## src/rtl/control_fsm_pkg.sv

```systemverilog
// control_pkg
// Shared encodings for the multicycle control unit of the 16-bit CPU:
// the 4-bit state enum (its value is exported on fsmState), opcode and
// opExt constants used by instruction decode, condition-code encodings
// and the bit positions of the flags inside the PSR.
package control_pkg;

   typedef enum logic [3:0] {
      ST_FETCH       = 4'd0,
      ST_FETCH_LATCH = 4'd1,
      ST_DECODE      = 4'd2,
      ST_ALU_R       = 4'd3,
      ST_ALU_I       = 4'd4,
      ST_CMP_R       = 4'd5,
      ST_CMP_I       = 4'd6,
      ST_WB          = 4'd7,
      ST_LOAD_ADDR   = 4'd8,
      ST_LOAD_WAIT   = 4'd9,
      ST_LOAD_SEL    = 4'd10,
      ST_STORE       = 4'd11,
      ST_BRANCH      = 4'd12,
      ST_JCOND       = 4'd13,
      ST_JAL         = 4'd14
   } state_t;

   localparam logic [3:0] OP_RTYPE = 4'b0000;
   localparam logic [3:0] OP_CMPI  = 4'b1011;
   localparam logic [3:0] OP_MEMJ  = 4'b0100;
   localparam logic [3:0] OP_BCOND = 4'b1100;
   localparam logic [3:0] OP_NOP   = 4'b1111;

   localparam logic [3:0] EXT_CMP   = 4'b1011;
   localparam logic [3:0] EXT_LOAD  = 4'b0000;
   localparam logic [3:0] EXT_STORE = 4'b0100;
   localparam logic [3:0] EXT_JCOND = 4'b1100;
   localparam logic [3:0] EXT_JAL   = 4'b1000;

   localparam logic [3:0] COND_EQ = 4'b0000;
   localparam logic [3:0] COND_NE = 4'b0001;
   localparam logic [3:0] COND_CS = 4'b0010;
   localparam logic [3:0] COND_CC = 4'b0011;
   localparam logic [3:0] COND_HI = 4'b0100;
   localparam logic [3:0] COND_LS = 4'b0101;
   localparam logic [3:0] COND_GT = 4'b0110;
   localparam logic [3:0] COND_LE = 4'b0111;
   localparam logic [3:0] COND_FS = 4'b1000;
   localparam logic [3:0] COND_FC = 4'b1001;
   localparam logic [3:0] COND_LO = 4'b1010;
   localparam logic [3:0] COND_HS = 4'b1011;
   localparam logic [3:0] COND_LT = 4'b1100;
   localparam logic [3:0] COND_GE = 4'b1101;
   localparam logic [3:0] COND_UC = 4'b1110;
   localparam logic [3:0] COND_NV = 4'b1111;

   localparam int PSR_C = 0;
   localparam int PSR_L = 2;
   localparam int PSR_F = 5;
   localparam int PSR_Z = 6;
   localparam int PSR_N = 7;

   // Immediate-form ALU opcodes all share the ALU_I -> WB path.
   function automatic logic isImmAluOp(input logic [3:0] op);
      case (op)
         4'b0001, 4'b0010, 4'b0011, 4'b0101, 4'b0110, 4'b0111,
         4'b1000, 4'b1001, 4'b1010, 4'b1101, 4'b1110: isImmAluOp = 1'b1;
         default:                                     isImmAluOp = 1'b0;
      endcase
   endfunction

endpackage

```

## src/rtl/control_fsm_if.sv

```systemverilog
// control_fsm_if
// Bundle between the control unit and the datapath/memory system.
//   instr, PSR, aluOutIsZero : datapath -> control
//   every enable/select, memWrite, addrSelect, fsmState : control -> datapath
// master is the control unit side, slave is the datapath side.
interface control_fsm_if;

   logic [15:0] instr;
   logic [7:0]  PSR;
   logic        aluOutIsZero;

   logic        pcEn;
   logic        instrWrite;
   logic        regWrite;
   logic        writeBackSelect;
   logic        dataToWriteSelect;
   logic        newAluInput;
   logic [1:0]  aluSrc1Select;
   logic [1:0]  aluSrc2Select;
   logic [1:0]  pcSrc;
   logic        memWrite;
   logic        addrSelect;
   logic [3:0]  fsmState;

   modport master (
      input  instr, PSR, aluOutIsZero,
      output pcEn, instrWrite, regWrite, writeBackSelect, dataToWriteSelect,
             newAluInput, aluSrc1Select, aluSrc2Select, pcSrc, memWrite,
             addrSelect, fsmState
   );

   modport slave (
      output instr, PSR, aluOutIsZero,
      input  pcEn, instrWrite, regWrite, writeBackSelect, dataToWriteSelect,
             newAluInput, aluSrc1Select, aluSrc2Select, pcSrc, memWrite,
             addrSelect, fsmState
   );

endinterface

```

## src/rtl/control_fsm_cond_eval.sv

```systemverilog
// cond_eval
// Combinational branch/jump condition evaluator.
//   cond [3:0] : condition code from instr[11:8]
//   PSR  [7:0] : processor status flags
//   take       : 1 when the condition holds
module cond_eval
   import control_pkg::*;
(
   input  logic [3:0] cond,
   input  logic [7:0] PSR,
   output logic       take
);

   logic flagC, flagL, flagF, flagZ, flagN;
   logic unusedPsrBits;

   assign flagC = PSR[PSR_C];
   assign flagL = PSR[PSR_L];
   assign flagF = PSR[PSR_F];
   assign flagZ = PSR[PSR_Z];
   assign flagN = PSR[PSR_N];
   assign unusedPsrBits = ^{PSR[4:3], PSR[1]};

   // One equation per condition code; NV is the only never-taken code and
   // also covers anything unexpected.
   always_comb begin
      take = 1'b0;
      case (cond)
         COND_EQ: take = flagZ;
         COND_NE: take = !flagZ;
         COND_CS: take = flagC;
         COND_CC: take = !flagC;
         COND_HI: take = flagL;
         COND_LS: take = !flagL;
         COND_GT: take = flagN;
         COND_LE: take = !flagN;
         COND_FS: take = flagF;
         COND_FC: take = !flagF;
         COND_LO: take = !flagL && !flagZ;
         COND_HS: take = flagL || flagZ;
         COND_LT: take = !flagN && !flagZ;
         COND_GE: take = flagN || flagZ;
         COND_UC: take = 1'b1;
         default: take = 1'b0;
      endcase
   end

endmodule

```

## src/rtl/control_fsm.sv

```systemverilog
// control_fsm
// Multicycle control unit: sequences fetch, decode, execute, memory and
// write-back and drives every datapath enable and mux select.
//   clk   : single clock, rising edge
//   reset : synchronous, active-high, returns to FETCH
//   bus   : control_fsm_if.master -- instr/PSR in, datapath controls out,
//           plus fsmState exposing the current state encoding
module control_fsm
   import control_pkg::*;
(
   input  logic           clk,
   input  logic           reset,
   control_fsm_if.master  bus
);

   state_t state;
   state_t nextState;
   logic   condTake;
   logic   unusedInputs;

   assign unusedInputs = ^{bus.aluOutIsZero, bus.instr[3:0]};

   cond_eval condEval (
      .cond (bus.instr[11:8]),
      .PSR  (bus.PSR),
      .take (condTake)
   );

   // State register. Reset takes priority over whatever transition the
   // next-state logic wants, so an interrupted instruction is simply dropped.
   always_ff @(posedge clk) begin
      if (reset) begin
         state <= ST_FETCH;
      end else begin
         state <= nextState;
      end
   end

   // Next-state logic. Only DECODE branches; every other state has a fixed
   // successor. Unknown opcodes and unknown 0100 extensions fall back to
   // FETCH so they behave as NOPs.
   always_comb begin
      nextState = ST_FETCH;
      case (state)
         ST_FETCH:       nextState = ST_FETCH_LATCH;
         ST_FETCH_LATCH: nextState = ST_DECODE;
         ST_DECODE: begin
            case (bus.instr[15:12])
               OP_RTYPE: nextState = (bus.instr[7:4] == EXT_CMP) ? ST_CMP_R : ST_ALU_R;
               OP_CMPI:  nextState = ST_CMP_I;
               OP_BCOND: nextState = ST_BRANCH;
               OP_MEMJ: begin
                  case (bus.instr[7:4])
                     EXT_LOAD:  nextState = ST_LOAD_ADDR;
                     EXT_STORE: nextState = ST_STORE;
                     EXT_JCOND: nextState = ST_JCOND;
                     EXT_JAL:   nextState = ST_JAL;
                     default:   nextState = ST_FETCH;
                  endcase
               end
               default: nextState = isImmAluOp(bus.instr[15:12]) ? ST_ALU_I : ST_FETCH;
            endcase
         end
         ST_ALU_R:     nextState = ST_WB;
         ST_ALU_I:     nextState = ST_WB;
         ST_LOAD_ADDR: nextState = ST_LOAD_WAIT;
         ST_LOAD_WAIT: nextState = ST_LOAD_SEL;
         ST_LOAD_SEL:  nextState = ST_WB;
         default:      nextState = ST_FETCH;
      endcase
   end

   // Output decode. Everything is a pure function of state except pcEn in
   // BRANCH/JCOND, which is gated by the condition evaluated against the
   // live PSR. In JAL the register file writes the already-incremented PC
   // while the PC loads B on the same edge.
   always_comb begin
      bus.pcEn              = 1'b0;
      bus.instrWrite        = 1'b0;
      bus.regWrite          = 1'b0;
      bus.writeBackSelect   = 1'b0;
      bus.dataToWriteSelect = 1'b0;
      bus.newAluInput       = 1'b0;
      bus.aluSrc1Select     = 2'b00;
      bus.aluSrc2Select     = 2'b00;
      bus.pcSrc             = 2'b00;
      bus.memWrite          = 1'b0;
      bus.addrSelect        = 1'b0;
      case (state)
         ST_FETCH_LATCH: begin
            bus.instrWrite = 1'b1;
            bus.pcEn       = 1'b1;
         end
         ST_DECODE: bus.newAluInput = 1'b1;
         ST_ALU_R, ST_CMP_R: begin
            bus.aluSrc1Select = 2'b01;
            bus.aluSrc2Select = 2'b00;
         end
         ST_ALU_I, ST_CMP_I: begin
            bus.aluSrc1Select = 2'b01;
            bus.aluSrc2Select = 2'b01;
         end
         ST_WB:        bus.regWrite = 1'b1;
         ST_LOAD_ADDR: bus.addrSelect = 1'b1;
         ST_LOAD_WAIT: bus.addrSelect = 1'b1;
         ST_LOAD_SEL:  bus.writeBackSelect = 1'b1;
         ST_STORE: begin
            bus.addrSelect = 1'b1;
            bus.memWrite   = 1'b1;
         end
         ST_BRANCH: begin
            bus.pcSrc = 2'b10;
            bus.pcEn  = condTake;
         end
         ST_JCOND: begin
            bus.pcSrc = 2'b01;
            bus.pcEn  = condTake;
         end
         ST_JAL: begin
            bus.regWrite          = 1'b1;
            bus.dataToWriteSelect = 1'b1;
            bus.pcEn              = 1'b1;
            bus.pcSrc             = 2'b01;
         end
         default: begin
         end
      endcase
   end

   assign bus.fsmState = state;

endmodule

```

## src/flat_wrapper.sv

```systemverilog
// flat-port wrapper written by rule: the top's interface ports become plain ports
module control_fsm_flat import control_pkg::*;
  (clk, reset, bus_instr, bus_PSR, bus_aluOutIsZero, bus_pcEn, bus_instrWrite, bus_regWrite, bus_writeBackSelect, bus_dataToWriteSelect, bus_newAluInput, bus_aluSrc1Select, bus_aluSrc2Select, bus_pcSrc, bus_memWrite, bus_addrSelect, bus_fsmState);
  control_fsm_if bus_i ();
  input  logic clk;
  input  logic reset;
  input wire logic [$bits(bus_i.instr)-1:0] bus_instr;
  input wire logic [$bits(bus_i.PSR)-1:0] bus_PSR;
  input wire logic [$bits(bus_i.aluOutIsZero)-1:0] bus_aluOutIsZero;
  output wire logic [$bits(bus_i.pcEn)-1:0] bus_pcEn;
  output wire logic [$bits(bus_i.instrWrite)-1:0] bus_instrWrite;
  output wire logic [$bits(bus_i.regWrite)-1:0] bus_regWrite;
  output wire logic [$bits(bus_i.writeBackSelect)-1:0] bus_writeBackSelect;
  output wire logic [$bits(bus_i.dataToWriteSelect)-1:0] bus_dataToWriteSelect;
  output wire logic [$bits(bus_i.newAluInput)-1:0] bus_newAluInput;
  output wire logic [$bits(bus_i.aluSrc1Select)-1:0] bus_aluSrc1Select;
  output wire logic [$bits(bus_i.aluSrc2Select)-1:0] bus_aluSrc2Select;
  output wire logic [$bits(bus_i.pcSrc)-1:0] bus_pcSrc;
  output wire logic [$bits(bus_i.memWrite)-1:0] bus_memWrite;
  output wire logic [$bits(bus_i.addrSelect)-1:0] bus_addrSelect;
  output wire logic [$bits(bus_i.fsmState)-1:0] bus_fsmState;
  assign bus_i.instr = bus_instr;
  assign bus_i.PSR = bus_PSR;
  assign bus_i.aluOutIsZero = bus_aluOutIsZero;
  assign bus_pcEn = bus_i.pcEn;
  assign bus_instrWrite = bus_i.instrWrite;
  assign bus_regWrite = bus_i.regWrite;
  assign bus_writeBackSelect = bus_i.writeBackSelect;
  assign bus_dataToWriteSelect = bus_i.dataToWriteSelect;
  assign bus_newAluInput = bus_i.newAluInput;
  assign bus_aluSrc1Select = bus_i.aluSrc1Select;
  assign bus_aluSrc2Select = bus_i.aluSrc2Select;
  assign bus_pcSrc = bus_i.pcSrc;
  assign bus_memWrite = bus_i.memWrite;
  assign bus_addrSelect = bus_i.addrSelect;
  assign bus_fsmState = bus_i.fsmState;
  control_fsm u_core (.clk(clk), .reset(reset), .bus(bus_i));
endmodule
```

## config.mk

```make
export PLATFORM = sky130hd
export DESIGN_NAME = control_fsm_flat
export DESIGN_NICKNAME = d
export VERILOG_FILES = /design/src/rtl/control_fsm_pkg.sv /design/src/rtl/control_fsm_if.sv /design/src/rtl/control_fsm_cond_eval.sv /design/src/rtl/control_fsm.sv /design/src/flat_wrapper.sv
export SDC_FILE = /design/constraint.sdc
export NUM_CORES = 1
export LEC_CHECK = 0
export CAP_MARGIN = 20
export CORE_AREA = 2 2 50 52
export DETAILED_ROUTE_END_ITERATION = 10
export DIE_AREA = 0 0 52 54
export GPL_TIMING_DRIVEN = 0
export MAX_ROUTING_LAYER = met4
export PLACE_DENSITY = 0.73
export SYNTH_ARGS = -nofsm -noshare
export SYNTH_HDL_FRONTEND = slang
export SYNTH_SLANG_ARGS = --single-unit
export TNS_END_PERCENT = 30
```

## constraint.sdc

```tcl
create_clock -name clk -period 1.35 [get_ports clk]
set_input_delay 0.135 -clock clk [delete_from_list [all_inputs] [get_ports clk]]
set_output_delay 0.135 -clock clk [all_outputs]
set_load 0.02 [all_outputs]
```

# Word level (Yosys, flattened, before mapping)
# Memory sizes are Yosys's and may differ from the RTL's.
# Cells that the tools add are included.
dict set report word_totals {
  wordCells 78
  mem_bits_ro 16
  ff_bits 4
  out_inout_bits 18
  inputBits 27
  n_memories 1
}
# name words word_bits rd rd_clocked_by_memory_dff write_ports line_no
set memory_table {}
lappend memory_table {{(no name shown)} 16 1 1 0 0 control_fsm_pkg.sv:63} ;# case (op)
dict set report classes {
  n_mux 19
  reduce_logical 22
  n_eq_ne 35
}
# op count
set ops {}
lappend ops {{$eq A4 B4 Y1 const B} 19}
lappend ops {{$eq A4 B3 Y1 const B} 10}
lappend ops {{$pmux W4 S4} 2}
lappend ops {{$pmux W4 S6} 1}
lappend ops {{$eq A4 B2 Y1 const B} 4}
lappend ops {{$logic_not A4 Y1} 4}
lappend ops {{$pmux W1 S15} 1}
lappend ops {{$mux W1} 11}
lappend ops {{$reduce_or A2 Y1} 5}
lappend ops {{$eq A4 B1 Y1 const B} 2}
lappend ops {{$reduce_or A4 Y1} 2}
lappend ops {{$mux W3} 2}
lappend ops {{$reduce_or A3 Y1} 2}
lappend ops {{$logic_not A1 Y1} 5}
lappend ops {{$pmux W2 S2} 1}
lappend ops {{$logic_and A1 B1 Y1} 2}
lappend ops {{$logic_or A1 B1 Y1} 2}
lappend ops {{$pmux W1 S2} 1}

# Logic depth before layout (Yosys ltp)
# Gate-level depths: netlist of the first run.
dict set report depth {
  ltp_word 7
  mapped_depth 7
  ltp_nobuf 7
}

# Hierarchy
# Synthesis of the first run repeated with hierarchy kept, for this count alone.
dict set report hier_totals {
  hier_cells 103
  area_unflattened_um2 737.0
}
# module n_inst seq_area_each_um2 cells_each area_per_inst_um2
set modules_own_cells {}
lappend modules_own_cells {control_fsm 1 80.1 78 556.8}
lappend modules_own_cells {cond_eval 1 0.0 25 180.2}

# Worst setup path after synthesis of the first run
# Ideal clock, no wire load.
dict set report synth_timing {
  kind {reg2out}
  startpoint {reg u_core.state[0] (netlist: u_core.bus.fsmState[0])}
  endpoint {out bus_pcEn}
  slack_ns -0.553
  path_buffers 1
  required_ns 1.215
  arrival_ns 1.768
  path_stages_with_launch 7
  path_cell_list {dfxtp_1 buf_6 nor2b_1 nor3b_4 or3_1 a31oi_1 a41oi_1}
}
dict set report synth_via {
  elab_chain_cells 3
  word_cells_on_any_way 7
  classes_between {4 x eq/ne; 1 x mux; 2 x reduce/logical}
}
# item line_no
set synth_lines {}
lappend synth_lines {{start: declaration} control_fsm.sv:16} ;# state_t state;
lappend synth_lines {{start signal: assignment} control_fsm.sv:35} ;# state <= nextState;
lappend synth_lines {{$eq A4 B1 Y1 or $eq A4 B4 Y1 (tied branches)} control_fsm.sv:89} ;# case (state)
lappend synth_lines {{$reduce_or A2 Y1 (no source line)} n/a}
lappend synth_lines {{$pmux W1 S2 (*)} control_fsm.sv:89}
lappend synth_lines {{end: declaration} flat_wrapper.sv:10} ;# output wire logic [$bits(bus_i.pcEn)-1:0] bus_pcEn;
# Every way passes the cells marked *; elsewhere a longest branch is shown, timed or not.

# Worst setup path in the final report of the first run
# Ends and elaborated chain as after synthesis.

==> metrics.md, run 1 <==
| Metric | Value |
|---|---|
| Outcome | `complete, but fails checks` |
| Failing checks | `negative setup slack` |
| DR vias | `900` |
| Final-layout fill cell count | `227` |
| Maximum clock frequency | `516 MHz` |
| Drt initial violations | `13` |
| Area of the multi-input gates | `666 um^2` |
| Number of nets in the layout | `179` |
| Flops & latches, synth | `4` |
| Period utilisation layout | `144%` |
| Total Wirelength | `2.26 mm` |
| Post-synth top area cell | `dfxtp_1` |
| Slew Limit Fails | `0` |
| Layout area overhead | `81.6%` |
| Post-synthesis cell area | `707 um^2` |
| Starting Density | `30.5%` |
| Number of diodes | `0` |
| Max FO, Critical Path | `7` |
| Synth Area in XOR/XNOR | `6.19%` |
| Worst Setup Path Type | `reg -> out` |
| Reg2reg end | `u_core.bus.fsmState[1]` |
| Core Region | `2320 um^2` |
| P_leak | `0.569 nW` |
| Syn avg cell area | `6.86 um^2` |
| Max cap viols | `0` |
| Drt first pass iters | `4` |
| Crit. End Element | `output port` |
| Io pins | `45` |
| Ys async rst share | `0%` |
| RSZ-0062 raised after global routing | `yes` |
| Port bufs | `33` |
| Post-Synth Adder-Cell Area | `3.54%` |
| Worst Slack Setup Final | `-0.590 ns` |
| Mux contribution to synthesized area | `3.01%` |
| P per Cell Area | `1090 nW/um^2` |
| Reg area | `92.6 um^2` |
| Post-route cell area | `1280 um^2` |
| Tmin final | `1.94 ns` |
| Skew-Pair Late Insertion Delay | `0.24 ns` |
| Req. time, crit path | `1.22 ns` |
| GRT Resource Usage Total | `16.5%` |
| Simple-gate area share of the yosys netlist | `39.8%` |
| Post-Place Cell Area | `1120 um^2` |
| Largest net degree at the start of global routing | `11` |
| Main combinational cell family by area after synthesis | `simple AND/OR/NAND/NOR gates` |
| Initial antenna violation count | `0` |
| CTS H-tree depth | `1` |
| Die height | `54 um` |
| # setup viols final | `10` |
| Worst Setup Start Kind | `flop` |
| Hold_sp | `bus_instr[15]` |
| Dpl hpwl | `1.60 mm` |
| Synth cell types | `45` |
| Synth Area in Compound Gates | `26.4%` |
| Final ANT Viol Nets | `0` |
| Cell count after synthesis | `103` |
| CTS Buf Count | `3` |
| GPL Wtd Cong | `0.765` |
| TritonCTS clock tree | `built` |
| CTS sink count | `4` |
| Max IR drop VDD | `1120 uV` |
| Row count | `18` |
| DRC Markers | `0` |
| Hold depth | `4` |
| Share of layout cells above drive strength 1 | `38.3%` |
| EDFF count, synth | `0` |
| Share of the synthesized area in the top cell type | `11.3%` |
| Vias in the first global route | `815` |
| Synth Flop Type | `dfxtp_1` |
| Hold Slack | `0.389 ns` |
| Largest cells by area after synthesis | `dfxtp_1 11%, nor2_1 8.0%, a21oi_1 5.7%, xor2_1 5.0%, nand2b_1 4.4%` |
| CTS Root Cell | `clkbuf_4` |
| Max reg flops | `4` |
| Routed len/inst | `12.6 um` |
| Worst r2r src | `u_core.bus.fsmState[0]` |
| Clock-pin transition on the worst setup and hold timing paths | `0.04 ns` |
| Overflow after GRT | `0` |
| Vias per inst | `5.03` |
| Flop-to-flop setup slack | `-0.11 ns` |
| CTS hold repair buffers | `0` |
| R2r worst-path depth | `6` |
| Worst min-delay path category | `in -> reg` |
| Die area | `2810 um^2` |
| Sequential area share after synthesis | `11.3%` |
| First-pass GRT wire length | `3.48 mm` |
| Longest Clk Path Bufs | `2` |
| Die outline width | `52 um` |
| Yosys Warn Count | `0` |
| Hold path endpoint | `u_core.bus.fsmState[2]` |
| Final hold vios | `0` |
| Clock Skew | `0.00656 ns` |
| Critical path data arrival time | `1.80 ns` |
worst max-delay path: stages (launching register included):
cell and delay (ns):
dfxtp_4 0.33, buf_6 0.12, nor2b_4 0.12, nor3b_4 0.15, or3_1 0.34, a31oi_2 0.17, a41oi_2 0.14, buf_4 0.18
per-stage QoR:
stage / std cells / power, mW / TNS, ns / setup WS (ns) / util, %
2_1_floorplan: 104 / 0.765 / -1.25 / -0.257 / -
3_3_place_gp: 167 / 1.06 / -6.57 / -0.996 / 48.2
3_5_place_dp: 167 / 1.07 / -6.93 / -1.03 / 48.2
4_1_cts: 173 / 1.26 / -1.70 / -0.588 / 51.2
5_1_grt: 179 / 1.50 / -1.77 / -0.638 / 55.3
6_report: 179 / 1.40 / -1.13 / -0.590 / 55.3
cells by family after synthesis:
logic type,Yosys count
compound gates,28
xor+xnor,5
fa+ha+maj,2
buf+inv,12
flops,4
mux,2
other cells,1
simple gates,49
power by group:
part | internal [mW] | switching (mW) | total [mW] | leakage [nW]
Sequential | 0.166 | 0.0550 | 0.221 | 0.0353
Clock | 0.111 | 0.0558 | 0.167 | 0.0150
Combinational | 0.517 | 0.497 | 1.01 | 0.519
Total | 0.794 | 0.608 | 1.40 | 0.569
synth_stat cells (all sizes together), types with 3 or more instances:
| cell | count |
|---|---|
| nor2 | 15 |
| a21oi | 8 |
| buf | 7 |
| nand2 | 7 |
| nand2b | 5 |
| o22ai | 5 |
| dfxtp | 4 |
| nor3b | 4 |
| xor2 | 4 |
| a31oi | 3 |
| inv | 3 |
| nand3 | 3 |
worst max-delay path by stage:
stage | from | to | slack [ns] | cells after the start
final | u_core.bus.fsmState[0] | bus_pcEn | -0.59 | 7
after CTS | u_core.bus.fsmState[0] | bus_pcEn | -0.59 | 7
after global routing | u_core.bus.fsmState[0] | bus_pcEn | -0.64 | 7
after detailed placement | bus_instr[8] | bus_pcEn | -1.03 | 7
after global placement | bus_instr[8] | bus_pcEn | -1.0 | 7
after floorplan | u_core.bus.fsmState[0] | bus_pcEn | -0.26 | 6
placed cells by master (no fill, tap or decap), types with 3 or more instances in the layout:
cell type,instances
nand2_1,5
dfxtp_4,3
buf_4,17
clkbuf_4,3
nand3_1,3
buf_2,3
nand2b_1,3
nor2_1,12
clkdlybuf4s50_1,13
a21oi_1,8
dlymetal6s2s_1,5
xor2_1,3
buf_6,7
o22ai_1,5
area by class of cell:
cell class / count / area share [%]
Multi-Input combinational cell: 88 / 51.9
Timing Repair Buffer: 41 / 29.2
Sequential cell: 4 / 7.21
Buffer: 8 / 5.17
Tap cell: 30 / 2.92
Clock buffer: 4 / 2.05
Inverter: 4 / 1.56
repair_timing:
action | in CTS | in global routing
setup buffers | 2 | 6
hold endpoints to repair | 0 | 0
gates resized for setup | 67 | 29
setup endpoints to repair | 18 | 16
pin swaps | 2 | 11
layer usage:
metal / routed length [um] / global-route usage, % / up-vias
met5: 0 / - / -
met4: 25 / 4.82 / 0
met3: 148 / 2.22 / 4
met2: 1150 / 28.5 / 41
met1: 938 / 20.1 / 395
li1: - / - / 460
Note: power is estimated with default switching activity, not from simulation.
==> inputs of run 2 (changes only) <==
Settings changed: CORE_AREA 2 2 50 52 to 2 2 41 43, CTS_CLUSTER_SIZE set to 40, DIE_AREA 0 0 52 54 to 0 0 43 45, DONT_BUFFER_PORTS set to 1, PLACE_DENSITY 0.73 to 0.75.
==> metrics.md, run 2 (same netlist as run 1, synthesis figures left out) <==
| Metric | Value |
|---|---|
| Outcome | `complete, but fails checks` |
| Failing checks | `negative setup slack` |
| Clock-pin transition on the worst setup and hold timing paths | `0.04 ns (about the same)` |
| Slowest Stage Delay on Critical Path | `0.38 ns (+0.04 ns)` |
| Starting Density | `48.0% (+18 points)` |
| CTS H-tree depth | `1 (unchanged)` |
| CTS Root Cell | `clkbuf_4` |
| Worst Slack Setup Final | `-0.555 ns (+0.0349 ns)` |
| Max IR drop VDD | `593 uV (-47%)` |
| Overflow after GRT | `0 (unchanged)` |
| Req. time, crit path | `1.22 ns (about the same)` |
| RSZ-0062 raised after global routing | `yes` |
| Util after Layout | `59.8% (+4.4 points)` |
| WP buf/inv | `1 (-1)` |
| # setup viols final | `13 (+3)` |
| Worst min-delay path category | `in -> reg` |
| Non-Filler Instances | `126 (-30%)` |
| Worst Setup Path Type | `reg -> out` |
| Post-route cell area | `880 um^2 (-31%)` |
| Maximum clock frequency | `525 MHz (+1.8%)` |
| Area of the multi-input gates | `638 um^2 (-4.1%)` |
| Die height | `45 um (-17%)` |
| P per Cell Area | `1270 nW/um^2 (+16%)` |
| CTS sink count | `4 (unchanged)` |
| Row count | `14 (-4)` |
| Final ANT Viol Nets | `0 (unchanged)` |
| Io pins | `45 (unchanged)` |
| Core Region | `1470 um^2 (-37%)` |
| Share of layout cells above drive strength 1 | `31.8% (-6.4 points)` |
| Vias per inst | `6.07 (+21%)` |
| Vias in the first global route | `656 (-20%)` |
| Reg area | `95.1 um^2 (+2.7%)` |
| Top delay family on crit path | `simple AND/OR/NAND/NOR gates` |
| GRT Resource Usage Total | `18.2% (+1.7 points)` |
| Commonest non-fill, non-tap cell in the layout | `nor2_1` |
| Worst Setup Start Kind | `flop` |
| DR vias | `765 (-15%)` |
| Tmin final | `1.90 ns (-0.0349 ns)` |
| Period utilisation layout | `141% (-2.6 points)` |
| Drt first pass iters | `4 (unchanged)` |
| Max reg flops | `4 (unchanged)` |
| Die area | `1940 um^2 (-31%)` |
| Initial antenna violation count | `0 (unchanged)` |
| Skew-Pair Late Insertion Delay | `0.24 ns (about the same)` |
| DRC Markers | `0 (unchanged)` |
| Dpl hpwl | `1.27 mm (-21%)` |
| Post-Place Cell Area | `769 um^2 (-31%)` |
| Clock Skew | `0.0114 ns (+0.00483 ns)` |
| Largest net degree at the start of global routing | `11 (unchanged)` |
| Critical path data arrival time | `1.77 ns (-0.03 ns)` |
| Crit. End Element | `output port` |
| Cell Chain, Critical Path | `buf_6 > nor2b_4 > nor3b_4 > or3_1 > a31oi_1 > a41oi_2` |
| Slew Limit Fails | `0 (unchanged)` |
| Port bufs | `0 (-100%)` |
| Number of nets in the layout | `140 (-22%)` |
| Die outline width | `43 um (-17%)` |
| Number of diodes | `0 (unchanged)` |
| Max FO, Critical Path | `4 (-3)` |
| Most frequent cells in the layout | `9 x nor2_1, 8 x a21oi_1, 5 x o22ai_1` |
| Final-layout fill cell count | `140 (-38%)` |
| CTS Buf Count | `3 (unchanged)` |
| CP max stage cell | `dfxtp_4` |
| Drt initial violations | `11 (-2)` |
| GPL Wtd Cong | `0.806 (+5.3%)` |
| TritonCTS clock tree | `built` |
| P_leak | `0.316 nW (-44%)` |
| Layout area overhead | `24.4%` |
| Longest Clk Path Bufs | `2 (unchanged)` |
| Placed cells | `120 (-28%)` |
| Routed len/inst | `12.7 um (+0.80%)` |
| First-pass GRT wire length | `2.63 mm (-25%)` |
| Total Wirelength | `1.61 mm (-29%)` |
| Max cap viols | `0 (unchanged)` |
| Final hold vios | `0 (unchanged)` |
## run 2: final cells by class
type,count,area share [%]
buffer,8,7.11
clock buffer,4,2.99
inverter,4,2.28
multi-input combinational,88,72.5
sequential,4,10.8
tap,16,2.28
timing repair buffer,2,1.99
## run 2: timing repair
action,in CTS,in global routing
resized for setup,22,1
setup buffers,1,0
hold buffers,1,0
pin swaps,2,6
endpoints found under the hold margin,1,0
setup endpoints to repair,16,15
## run 2: through the flow
stage               worst slack, ns  setup TNS [ns]  hold WS [ns]  total power [mW]
finish                       -0.555           -1.86        0.0749              1.12
global route                 -0.630           -2.67        0.0893              1.20
CTS                          -0.556           -2.00        0.0691              1.11
detailed placement           -0.328           -2.52         0.207             0.847
global placement             -0.322           -2.29         0.206             0.838
floorplan                    -0.257           -1.25         0.204             0.765
## run 2: worst paths after layout
| kind | start | to | slack (ns) | depth (start not counted) |
|---|---|---|---|---|
| hold reg to reg | u_core.bus.fsmState[1] | u_core.bus.fsmState[2] | 0.73 | 3 |
| setup / recovery | u_core.bus.fsmState[0] | bus_pcEn | -0.55 | 6 |
| setup reg to reg | u_core.bus.fsmState[0] | u_core.bus.fsmState[1] | -0.27 | 6 |
| hold / removal | reset | u_core.bus.fsmState[0] | 0.07 | 2 |
## run 2: report_power, final
| part | total, mW | switching (mW) | internal, mW |
|---|---|---|---|
| Combinational | 0.678 | 0.385 | 0.293 |
| Sequential | 0.273 | 0.103 | 0.170 |
| Clock | 0.167 | 0.0555 | 0.111 |
## run 2: metal layers
layer  up-vias  wire (um)  part of all wire (%)  track usage (%)
met5         -          0                     0                -
met4         0         14                  0.87             9.09
met3         2         96                   6.0             3.20
met2        26        779                    49             29.7
met1       359        714                    44             21.8
li1        378          -                     -                -
==> RTL edit: new RTL, config.mk and constraints of run 2 <==
Reset style: asynchronous (`reset`), changed in one clocked block.
--- a/src/rtl/control_fsm.sv
+++ b/src/rtl/control_fsm.sv
@@ -29,5 +29,5 @@
    // State register. Reset takes priority over whatever transition the
    // next-state logic wants, so an interrupted instruction is simply dropped.
-   always_ff @(posedge clk) begin
+   always_ff @(posedge clk or posedge reset) begin
       if (reset) begin
          state <= ST_FETCH;
Check against the original RTL: differs if reset is asserted again (counterexample within 4 cycles, from zero or initial values and one cycle with reset high); with reset held inactive, the same outputs for 10 cycles.
==> RTL edit against run 2 <==
  * The flow still finishes with violations (negative setup slack)
  * Setup slack got worse by 0.050 ns
  * Clock skew fell by 0.0056 ns
  * Synthesized cell count fell by 1.9%
  * Wire length rose by 27%
  * Final area rose by 14%
  * Register-to-register slack improved by 0.07 ns
  * Area after synthesis fell by 0.35%
  * Sequential cell count did not move
  * Non-clock buffer count rose by 8
  * Count of clock-buffer cells in the layout fell by 1
  * First-iteration DRC count rose by 9.1%
  * Critical path type unchanged
  * Critical endpoint unchanged
  * Largest cell class unchanged
  * Highest routed layer unchanged
Power is not compared: it rests on default switching activity, and its combinational part moved more than twofold at a synthesized area within 25%.
==> RTL edit: results (changes against run 2) <==
first-pass GRT wire length=3015 um (+15%); R2R cell count=4 (-2); Crit path arrival time=1.82 ns (+0.05 ns); CP max stage delay=0.53 ns (+0.15 ns); worst r2r src=u_core.bus.fsmState[0]$_DFF_PP0_; setup slack at placement=-0.3461 ns (-0.01827 ns); status=complete, but fails checks; Setup crit start=u_core.bus.fsmState[2]$_DFF_PP0_; layout cell share with drive strength beyond 1=0.3860 (+0.06778); Post-synth top cells=16 x nor2_1, 7 x nand2_1, 6 x o21ai_0; hold_sp=bus_instr[14]; total track usage=0.2097 (+0.02773); final number of setup-violating endpoints=14 (+1); ranking of synthesized cells by area=dfrtp_1 14%, nor2_1 8.5%, xor2_1 5.0%; violations in the final reports=negative setup slack; sequential share of the synthesized area=0.1421 (+0.02882); Critical R2R Capture=u_core.bus.fsmState[3]$_DFF_PP0_; final worst slack=-0.6047 ns (-0.04989 ns); Final Instance Count excl. Fillers=130 (+3.2%); FF-to-FF setup slack=-0.20 ns (+0.07 ns); clock skew=0.005790 ns (-0.005595 ns); dpl cells=118 (-1.7%); layout filler cell count=124 (-11%); Distinct cells, synth=39 (-13%); final WL=2031 um (+27%); Gate Count Post-Synth=101 (-1.9%); Final nets=145 (+3.6%); Slowest cell on crit path=nor4b_4; Starting DRT DRC Count=12 (+1); n_diodes=0 (unchanged); Hold Path End=u_core.bus.fsmState[1]$_DFF_PP0_; Via Count=805 (+5.2%); gp weighted congestion=0.8273 (+2.7%); hpwl dp=1284 um (+1.1%)
[RTL edit: timing repair]
item,CTS,global route
buffers inserted,3,5
pin swaps,4,10
setup endpoints to repair,14,16
hold buffers,1,0
resized for setup,22,16
hold endpoints to repair,4,0
[RTL edit: layout make-up]
cell class | count | area [um2] | area share
buffer | 9 | 91.34 | 0.09125
clock buffer | 3 | 22.52 | 0.02250
inverter | 4 | 15.01 | 0.01500
multi-input combinational | 85 | 649.4 | 0.6488
sequential | 4 | 105.1 | 0.1050
tap | 16 | 20.02 | 0.02000
timing repair buffer | 9 | 97.59 | 0.09750
[RTL edit: power breakdown]
group	total, uW	switching (uW)	internal, uW
combinational	1440	737	707
clock	153	53.7	99.8
sequential	336	156	180
[RTL edit: layer usage]
metal,global-route usage,vias up,part of all wire
met5,-,-,0
met4,0.05455,0,0.016
met3,0.06400,4,0.090
met2,0.3606,42,0.52
met1,0.2396,380,0.38
li1,-,379,-
[RTL edit: kinds of logic after synthesis]
| kind of cell | count (synthesis) | synth area share |
|---|---|---|
| muxes | 1 | 0.01421 |
| xor gates and xnor gates | 6 | 0.07460 |
| other | 1 | 0.005323 |
| AOI/OAI and AO/OA | 23 | 0.2096 |
| DFF | 4 | 0.1421 |
| and+or+nand+nor | 51 | 0.3997 |
| adders and majority gates | 2 | 0.03552 |
| buffers and inverters | 13 | 0.1190 |
[RTL edit: per-stage QoR]
stage | instance area [um2] | setup TNS (ns) | hold WS, ns
global route | 1001 | -3.187 | 0.09549
floorplan | 730.7 | -0.2220 | -0.09887
global placement | 750.7 | -0.9650 | -0.09378
detailed placement | 750.7 | -1.042 | -0.08651
finish | 1001 | -2.221 | 0.07484
CTS | 887.1 | -2.141 | 0.06563
